**src/rtl/arith_regs_pkg.sv**
```systemverilog
// arith_regs_pkg: shared word constants and a writer-count helper for the arithmetic datapath
package arith_regs_pkg;
    localparam int WORD_W   = 31;
    localparam int SIGN_BIT = 0;
    localparam int LSB_BIT  = WORD_W - 1;
    function automatic logic multi(input logic [7:0] v);
        return |(v & (v - 8'd1));
    endfunction
endpackage

```
**src/rtl/arith_regs_oc_adder.sv**
```systemverilog
// oc_adder: W-bit ones'-complement adder with end-around carry (combinational)
// Ports: a, b (W) operands; sum (W) result, -0 (all ones) kept as is.
module oc_adder
    import arith_regs_pkg::*;
#(
    parameter int W = WORD_W
) (
    input  logic [W-1:0] a,
    input  logic [W-1:0] b,
    output logic [W-1:0] sum
);
    logic [W:0] raw;
    assign raw = {1'b0, a} + {1'b0, b};
    assign sum = raw[W-1:0] + {{(W-1){1'b0}}, raw[W]};
endmodule

```
**src/rtl/arith_regs.sv**
```systemverilog
// arith_regs: A/B/C/D register file executing one-cycle micro-op strobes from arith_ctrl
// Ports: clk, resetn (sync, active-low); do_* strobes with reg_*_sign, mem_rdata, arr_c_data;
// reg_a..reg_d register contents; reg_b_0, reg_c_30, reg_d_0 status bits; op_conflict sticky.
// Word bit 0 (sign) is vector index W-1; word bit W-1 (LSB) is vector index 0.
module arith_regs
    import arith_regs_pkg::*;
#(
    parameter int W = WORD_W
) (
    input  logic         clk,
    input  logic         resetn,
    input  logic         do_clear_a,
    input  logic         do_clear_b,
    input  logic         do_clear_c,
    input  logic         reg_a_sign,
    input  logic         reg_b_sign,
    input  logic         reg_c_sign,
    input  logic         do_not_a,
    input  logic         do_not_b,
    input  logic         do_sum,
    input  logic         do_and,
    input  logic         do_set_c_30,
    input  logic         do_left_shift_b,
    input  logic         do_left_shift_c,
    input  logic         do_left_shift_c29,
    input  logic         do_right_shift_bc,
    input  logic         do_move_c_to_a,
    input  logic         do_move_c_to_b,
    input  logic         do_move_b_to_c,
    input  logic         do_read_mem,
    input  logic [W-1:0] mem_rdata,
    input  logic         do_arr_c,
    input  logic [W-1:0] arr_c_data,
    input  logic         do_load_d,
    output logic [W-1:0] reg_a,
    output logic [W-1:0] reg_b,
    output logic [W-1:0] reg_c,
    output logic [W-1:0] reg_d,
    output logic         reg_b_0,
    output logic         reg_c_30,
    output logic         reg_d_0,
    output logic         op_conflict
);
    localparam int S = W - 1 - SIGN_BIT;
    localparam int L = W - 1 - LSB_BIT;
    logic [W-1:0] sum_ab, b_lsh, c_lsh, b_rsh, c_rsh, a_n, b_n, c_base, c_n;
    logic         conflict;
    oc_adder #(.W(W)) u_add (.a(reg_a), .b(reg_b), .sum(sum_ab));
    // Magnitude shifts keep the sign; left3 rotates old C bit 1 into the LSB.
    assign b_lsh = {reg_b[W-1], reg_b[W-3:0], 1'b0};
    assign c_lsh = {reg_c[W-1], reg_c[W-3:0], do_left_shift_c29 & reg_c[W-2]};
    assign b_rsh = {reg_b[W-1], 1'b0, reg_b[W-2:1]};
    assign c_rsh = {reg_c[W-1], reg_b[0], reg_c[W-2:1]};
    always_comb begin
        a_n = do_move_c_to_a ? reg_c :
              do_not_a       ? ~reg_a :
              do_clear_a     ? {reg_a_sign, {(W-1){1'b0}}} : reg_a;
        b_n = do_read_mem       ? mem_rdata :
              do_move_c_to_b    ? reg_c :
              do_right_shift_bc ? b_rsh :
              do_left_shift_b   ? b_lsh :
              do_not_b          ? ~reg_b :
              do_clear_b        ? {reg_b_sign, {(W-1){1'b0}}} : reg_b;
        c_base = do_arr_c          ? arr_c_data :
                 do_sum            ? sum_ab :
                 do_and            ? reg_a & reg_b :
                 do_move_b_to_c    ? reg_b :
                 do_right_shift_bc ? c_rsh :
                 do_left_shift_c   ? c_lsh :
                 do_clear_c        ? {reg_c_sign, {(W-1){1'b0}}} : reg_c;
        // set_c_30 layers on top of whichever C writer won; it is never a conflict
        c_n = c_base | {{(W-1){1'b0}}, do_set_c_30};
        conflict = multi({5'b0, do_move_c_to_a, do_not_a, do_clear_a}) |
                   multi({2'b0, do_read_mem, do_move_c_to_b, do_right_shift_bc,
                          do_left_shift_b, do_not_b, do_clear_b}) |
                   multi({1'b0, do_arr_c, do_sum, do_and, do_move_b_to_c,
                          do_right_shift_bc, do_left_shift_c, do_clear_c});
    end
    always_ff @(posedge clk) begin
        if (!resetn) begin
            reg_a       <= '0;
            reg_b       <= '0;
            reg_c       <= '0;
            reg_d       <= '0;
            op_conflict <= 1'b0;
        end else begin
            reg_a       <= a_n;
            reg_b       <= b_n;
            reg_c       <= c_n;
            reg_d       <= do_load_d ? mem_rdata : reg_d;
            op_conflict <= op_conflict | conflict;
        end
    end
    assign reg_b_0  = reg_b[S];
    assign reg_c_30 = reg_c[L];
    assign reg_d_0  = reg_d[S];
endmodule

```
**config.mk**
```make
export PLATFORM = sky130hd
export DESIGN_NAME = arith_regs
export DESIGN_NICKNAME = d
export VERILOG_FILES = /design/src/rtl/arith_regs_pkg.sv /design/src/rtl/arith_regs_oc_adder.sv /design/src/rtl/arith_regs.sv
export SDC_FILE = /design/constraint.sdc
export NUM_CORES = 1
export LEC_CHECK = 0
export ABC_CLOCK_PERIOD_IN_PS = 10100
export CAP_MARGIN = 20
export CELL_PAD_IN_SITES_DETAIL_PLACEMENT = 0
export CELL_PAD_IN_SITES_GLOBAL_PLACEMENT = 1
export CORE_MARGIN = 2
export CORE_UTILIZATION = 41
export DETAILED_ROUTE_END_ITERATION = 7
export PLACE_DENSITY_LB_ADDON = 0.3
export SLEW_MARGIN = 40
export SYNTH_ARGS = -nofsm -noshare
export SYNTH_HDL_FRONTEND = slang
export SYNTH_SLANG_ARGS = --single-unit
```
**constraint.sdc**
```tcl
create_clock -name clk -period 10.1 [get_ports clk]
set_clock_uncertainty 0.15 [all_clocks]
set_input_delay 2.02 -clock clk [delete_from_list [all_inputs] [get_ports clk]]
set_output_delay 2.02 -clock clk [all_outputs]
set_load 0.02 [all_outputs]
```
=== Word level (Yosys, flattened, before mapping) ===
Index checks and enable logic that the tools add are counted.

* Bits in registers: 125
* Latch bits: 0
* RAM bits: 0
* Memory bits (read-only): 0
* Input port bits: 85
* Output and inout bits: 128
* Logic and storage cells: 47
* Memories kept: 0

* Add/subtract/negate cells: 5
* Multiply operators: 0
* Divide/modulo/power cells: 0
* Magnitude comparators: 0
* Equality and inequality tests: 2
* Shift-type cells: 0
* Multiplexer cells: 16
* Bitwise operators: 11
* Reduce and logical (&&, ||, !) cells: 7

{| class="wikitable"
|+ Operators with widths
! cell !! count
|-
| 31-bit two-way mux || 16
|-
| 31-bit NOT || 2
|-
| 31-bit by 31-bit adder with 32-bit output || 1
|-
| 31-bit by 1-bit adder with 31-bit output || 1
|-
| 31-bit bitwise AND || 1
|-
| 31-bit by 1-bit bitwise OR with 31-bit output || 1
|-
| 8-bit OR reduction || 3
|-
| 3-bit by 8-bit bitwise AND with 8-bit output || 1
|-
| 6-bit by 8-bit bitwise AND with 8-bit output || 1
|-
| 7-bit by 8-bit bitwise AND with 8-bit output || 1
|-
| 7-bit by 1-bit subtractor with 8-bit output (second input constant) || 1
|-
| 6-bit by 1-bit subtractor with 7-bit output (second input constant) || 1
|-
| 3-bit by 1-bit != test with 1-bit output (second input constant) || 2
|-
| 6-bit nonzero test || 1
|-
| 4-bit nonzero test || 1
|-
| 3-bit by 1-bit subtractor with 4-bit output (second input constant) || 1
|-
| 1-bit bitwise OR || 3
|-
| 3-bit AND reduction || 1
|-
| 3-bit nonzero test || 1
|-
| 1-bit bitwise AND || 1
|}

=== Longest topological paths before layout ===
* Word-level depth: 8
* Mapped depth: 19

=== Hierarchy ===
A second synthesis with hierarchy kept.

* Cell total of the unflattened synthesis: 1292
* Area, all modules: 9982.1 sq um

{| class="wikitable"
|+ By module, submodules not included
! module !! times used !! cells an instance !! area each (sq um)
|-
| arith_regs || 1 || 908 || 7309.5
|-
| oc_adder || 1 || 384 || 2672.6
|}

=== Worst setup path before layout ===
OpenSTA, ideal clock, no wires.

* Kind: input -> register
* Start point: in do_right_shift_bc
* End point: reg reg_c[12]
* Library setup time: 0.074 ns
* Arrival time: 3.769 ns
* Data required time: 9.876 ns
* Setup slack: 6.107 ns
* Stages: 7
* Buffers on the path: 2
* Cell sequence: clkbuf_1 -> nor4_1 -> nand2b_1 -> nor2_1 -> clkbuf_1 -> a21oi_1 -> a31oi_1

* Longest elaborated chain between the ends: 6

{| class="wikitable"
|+ RTL lines
! item !! RTL line !! source
|-
| from (decl) || arith_regs.sv:26 || <nowiki>input logic do_right_shift_bc,</nowiki>
|-
| 31-bit two-way mux || arith_regs.sv:68 || <nowiki>do_right_shift_bc ? c_rsh :</nowiki>
|-
| 31-bit two-way mux || arith_regs.sv:67 || <nowiki>do_move_b_to_c ? reg_b :</nowiki>
|-
| 31-bit two-way mux || arith_regs.sv:66 || <nowiki>do_and ? reg_a & reg_b :</nowiki>
|-
| 31-bit two-way mux || arith_regs.sv:65 || <nowiki>do_sum ? sum_ab :</nowiki>
|-
| 31-bit two-way mux || arith_regs.sv:64 || <nowiki>c_base = do_arr_c ? arr_c_data :</nowiki>
|-
| 31-bit by 1-bit bitwise OR with 31-bit output || arith_regs.sv:72 || <nowiki>c_n = c_base | {{(W-1){1'b0}}, do_set_c_30};</nowiki>
|-
| to (signal assigned) || arith_regs.sv:89 || <nowiki>reg_c <= c_n;</nowiki>
|-
| to (decl) || arith_regs.sv:37 || <nowiki>output logic [W-1:0] reg_c,</nowiki>
|}

Every way passes these cells.
A chain may end at the register's enable or synchronous reset.

=== Worst setup path in the final report ===
* Start point: reg reg_b[4]
* End point: reg reg_c[25]

* Longest elaborated chain between the ends: 5

{| class="wikitable"
|+ RTL lines
! item !! RTL line !! source
|-
| from (decl) || arith_regs.sv:36 || <nowiki>output logic [W-1:0] reg_b,</nowiki>
|-
| from (signal assigned) || arith_regs.sv:88 || <nowiki>reg_b <= b_n;</nowiki>
|-
| 31-bit by 31-bit adder with 32-bit output || arith_regs_oc_adder.sv:13 || <nowiki>assign raw = {1'b0, a} + {1'b0, b};</nowiki>
|-
| 31-bit by 1-bit adder with 31-bit output || arith_regs_oc_adder.sv:14 || <nowiki>assign sum = raw[W-1:0] + {{(W-1){1'b0}}, raw[W]};</nowiki>
|-
| 31-bit two-way mux || arith_regs.sv:65 ||
|-
| 31-bit two-way mux || arith_regs.sv:64 ||
|-
| 31-bit by 1-bit bitwise OR with 31-bit output || arith_regs.sv:72 ||
|}

Every way passes these cells.

==> impl_metrics.py <==
metrics = {
    "run_status": {
        "status": "finished clean",
    },
    "placed_design": {
        "place_congestion": 0.953,
        "hpwlAfterDp_um": 28200,
        "port_buffers": 212,
        "dp_cells": 1844,
    },
    "detailed_routing": {
        "ant_nets": 0,
        "drt_first_pass_iters": 6,
        "num_vias": 11200,
        "drtIter0Drc": 1184,
        "routed_via_density": 5.98,
        "wire_per_inst_um": 20.9,
        "drc_errors": 0,
        "totalWireLength_um": 39100,
    },
    "synthesis": {
        "async_flop_share_pct": 0,
        "synth_compound_area_share_pct": 27.9,
        "postSynthCellCount": 1414,
        "synth-xor-area-share_pct": 4.18,
        "synth-simple-area-share_pct": 27.2,
        "ys_types": 74,
        "synth_fa_ha_area_share_pct": 4.44,
        "synth_mux_area_share_pct": 6.84,
        "synthTopCellsByArea": "dfxtp_1 (24%), a21oi_1 (7.9%), mux2i_1 (6.7%)",
        "yosys_warnings": 0,
        "synth_top_area_cell": "dfxtp_1",
        "synth_flop_cell": "dfxtp_1",
        "avgSynthCellArea_um2": 7.25,
        "synth_area_mm2": 0.0103,
        "synth_top_family_by_area": "compound AO/OA/AOI/OAI gates",
        "synth-seq-area-share_pct": 24.4,
        "synth_top_area_share_pct": 24.4,
        "synth_nets": 1534,
        "synth.ff_latch_count": 125,
        "synth_edf_count": 0,
    },
    "clocking": {
        "cts-buffers-inserted": 17,
        "cts_max_level": 4,
        "hold_buffers": 0,
        "postCtsSetupBuffers": 0,
        "clkTransAtPathRegs_ns": 0.07,
        "postCtsResizedCells": 0,
        "clockBufferDepth": 2,
        "cts_sinks": 125,
        "cts_tree": "done",
        "clock-root-buffer": "clkbuf_16",
        "worstSkewPairLatency_ns": 0.43,
    },
    "setup_path": {
        "rrSetupSlack_ns": 5.14,
        "worstReg2RegEnd": "reg_c[25]$_SDFFE_PN0P_",
        "cp_cell_sequence": "ha_1 -> a21oi_1 -> o22ai_1 -> nor2_1 -> o21ai_1 -> a31oi_1 -> o211ai_1 -> a21oi_1 -> o21bai_1 -> a21o_1 -> ha_1 -> nand3_1 -> nor3_4 -> and2_1 -> nor4b_2 -> xnor2_1 -> o21ai_1",
        "cpLargestDelayFamily": "compound AO/OA/AOI/OAI gates",
        "arrival_ns": 5.12,
        "r2r-start": "reg_b[4]$_SDFFE_PN0P_",
        "r2r_cells": 17,
        "cp.required_ns": 10.25,
        "worstPathMaxFanout": 8,
        "worstSetupPathType": "reg -> reg",
        "cp-end-kind": "register",
        "cpPeakStageDelay_ns": 0.53,
        "crit_slowest_cell": "dfxtp_1",
        "cp-start-kind": "register",
        "critPathBufInv": 0,
    },
    "timing": {
        "finalSetupTns_ns": 0,
        "fmaxAchievable_mhz": 202,
        "maxSlewViolCount": 0,
        "tightest_slew_ns": 0.819,
        "post-route-period-util_pct": 49.1,
        "fin_crit_ns": 4.96,
        "hold_viol": 0,
        "hold_ws_ns": 0.369,
        "rsz0062_at_grt": "false",
        "slew_headroom_pct": 44.9,
        "setup_viol": 0,
    },
    "power": {
        "powerDensity_mw_per_mm2": 135,
        "total_power_w": 0.00176,
        "vdd_drop_max_mv": 0.109,
        "leakagePower_nw": 4.91,
    },
    "grt": {
        "grt_usage_pct": 29.2,
        "gr-total-overflow": 0,
        "grt_pass1_wl_um": 60100,
        "grt_max_degree": 74,
        "antenna_found_initial": 0,
        "grt_pass1_vias": 10400,
    },
    "die": {
        "core_mm2": 0.0245,
        "die-area_mm2": 0.0263,
        "initial_core_util_pct": 41.9,
        "dieHeight_um": 162,
        "die_w_um": 162,
        "rows": 57,
        "io_pins": 213,
    },
    "worst_hold_path": {
        "hold_depth": 2,
        "min_from": "reg_d[25]$_SDFFE_PN0P_",
        "hold_path_end": "reg_d[25]$_SDFFE_PN0P_",
        "hp-class": "reg -> reg",
    },
    "cells_and_area": {
        "multiInputGateArea_mm2": 0.00726,
        "diodes": 0,
        "fillerInstances": 2398,
        "seqCellArea_mm2": 0.00250,
        "layout.nets": 1659,
        "area_growth_pct": 27.0,
        "stdcell_count": 1875,
        "drive_gt1_share_pct": 5.03,
    },
    "run": {
        "maxCapViolCount": 0,
    },
}
## synthesized netlist by cell type, types with 17 or more instances
cell      instances
a221oi_1         43
and2_1           58
nand3_1          28
xnor2_1          30
nor2b_1          41
nor2_1          130
dfxtp_1         125
a21oi_1         161
mux2i_1          69
nor3b_1          25
xor2_1           19
clkbuf_1         91
ha_1             34
nand2_1         135
and3_1           40
nand2b_1         17
o21ai_0         134
## where the power goes
group / switching (W) / internal (W)
combinational: 0.000273 / 0.000211
clock: 0.000270 / 0.000418
sequential: 0.0000624 / 0.000528
## area by class of cell
type	count	share of cell area (%)
flip-flops and latches	125	19.2
multi-input cells	1158	55.7
clock buffers	17	3.27
clock inverters	14	1.58
well taps	324	3.11
repair buffers	226	16.8
inverters	11	0.317
## metrics by stage
| step | area, um^2 | setup slack [ns] | utilization, % |
|---|---|---|---|
| after floorplan | 10300 | 6.11 | - |
| after global placement | 12400 | 4.90 | 50.6 |
| after detailed placement | 12400 | 5.21 | 50.7 |
| after CTS | 13000 | 5.27 | 53.3 |
| after global routing | 13000 | 4.93 | 53.3 |
| final | 13000 | 5.14 | 53.3 |
## routing by layer
layer	wire length [um]	GRT usage, %	part of all wire, %	up-vias
li1	-	-	-	5386
met1	16700	38.0	43	5281
met2	18400	48.1	47	466
met3	2670	5.01	6.8	81
met4	1400	11.5	3.6	0
met5	0	0	0	-
## cells by family after synthesis
group	count (synthesis)
xor gates and xnor gates	49
AOI/OAI and AO/OA	459
DFF	125
muxes	70
and+or+nand+nor	544
adders and majority gates	36
buffers and inverters	131
## sequential cells by signal (all words and copies together) (netlist names)
signal,cells
reg_d,31
reg_b,31
reg_a,31
op_conflict,1
reg_c,31
## cell usage in the layout, fill, tap and decap left out, drive strengths merged, types with 13 or more instances in the layout
master and instances:
clkdlybuf4s50 202, a21oi 162, o21ai 140, nand2 135, nor2 130, dfxtp 125, mux2i 69, and2 58
a221oi 44, nor2b 41, and3 40, ha 34, xnor2 30, nand3 29, nor3b 25, buf 24
xor2 19, nand2b 17, clkbuf 17, nand4 16, nor3 16, inv 16, a21o 13, a211oi 13
## worst max-delay path by stage
stage                               start                endpoint  slack [ns]  cells past startpoint
floorplan               do_right_shift_bc  reg_c[12]$_SDFFE_PN0P_        6.11                      7
global placement        do_right_shift_bc  reg_c[17]$_SDFFE_PN0P_        4.90                     12
global route        reg_b[4]$_SDFFE_PN0P_  reg_c[25]$_SDFFE_PN0P_        4.93                     17
finish              reg_b[4]$_SDFFE_PN0P_  reg_c[25]$_SDFFE_PN0P_        5.14                     17
CTS                 reg_b[4]$_SDFFE_PN0P_  reg_c[25]$_SDFFE_PN0P_        5.27                     17
detailed placement      do_right_shift_bc  reg_c[15]$_SDFFE_PN0P_        5.21                     12
## worst register-to-register path, stage by stage, from the launching register on
cell      delay (ns)
dfxtp_1         0.53
ha_1            0.37
a21oi_1         0.41
o22ai_1         0.20
nor2_1          0.31
o21ai_1         0.19
a31oi_1         0.44
o211ai_1        0.19
a21oi_1         0.25
o21bai_1        0.09
a21o_1          0.21
ha_1            0.24
nand3_1         0.34
nor3_4          0.11
and2_1          0.22
nor4b_2         0.18
xnor2_1         0.29
o21ai_1         0.11
No activity file was read; power rests on OpenSTA's default activity.
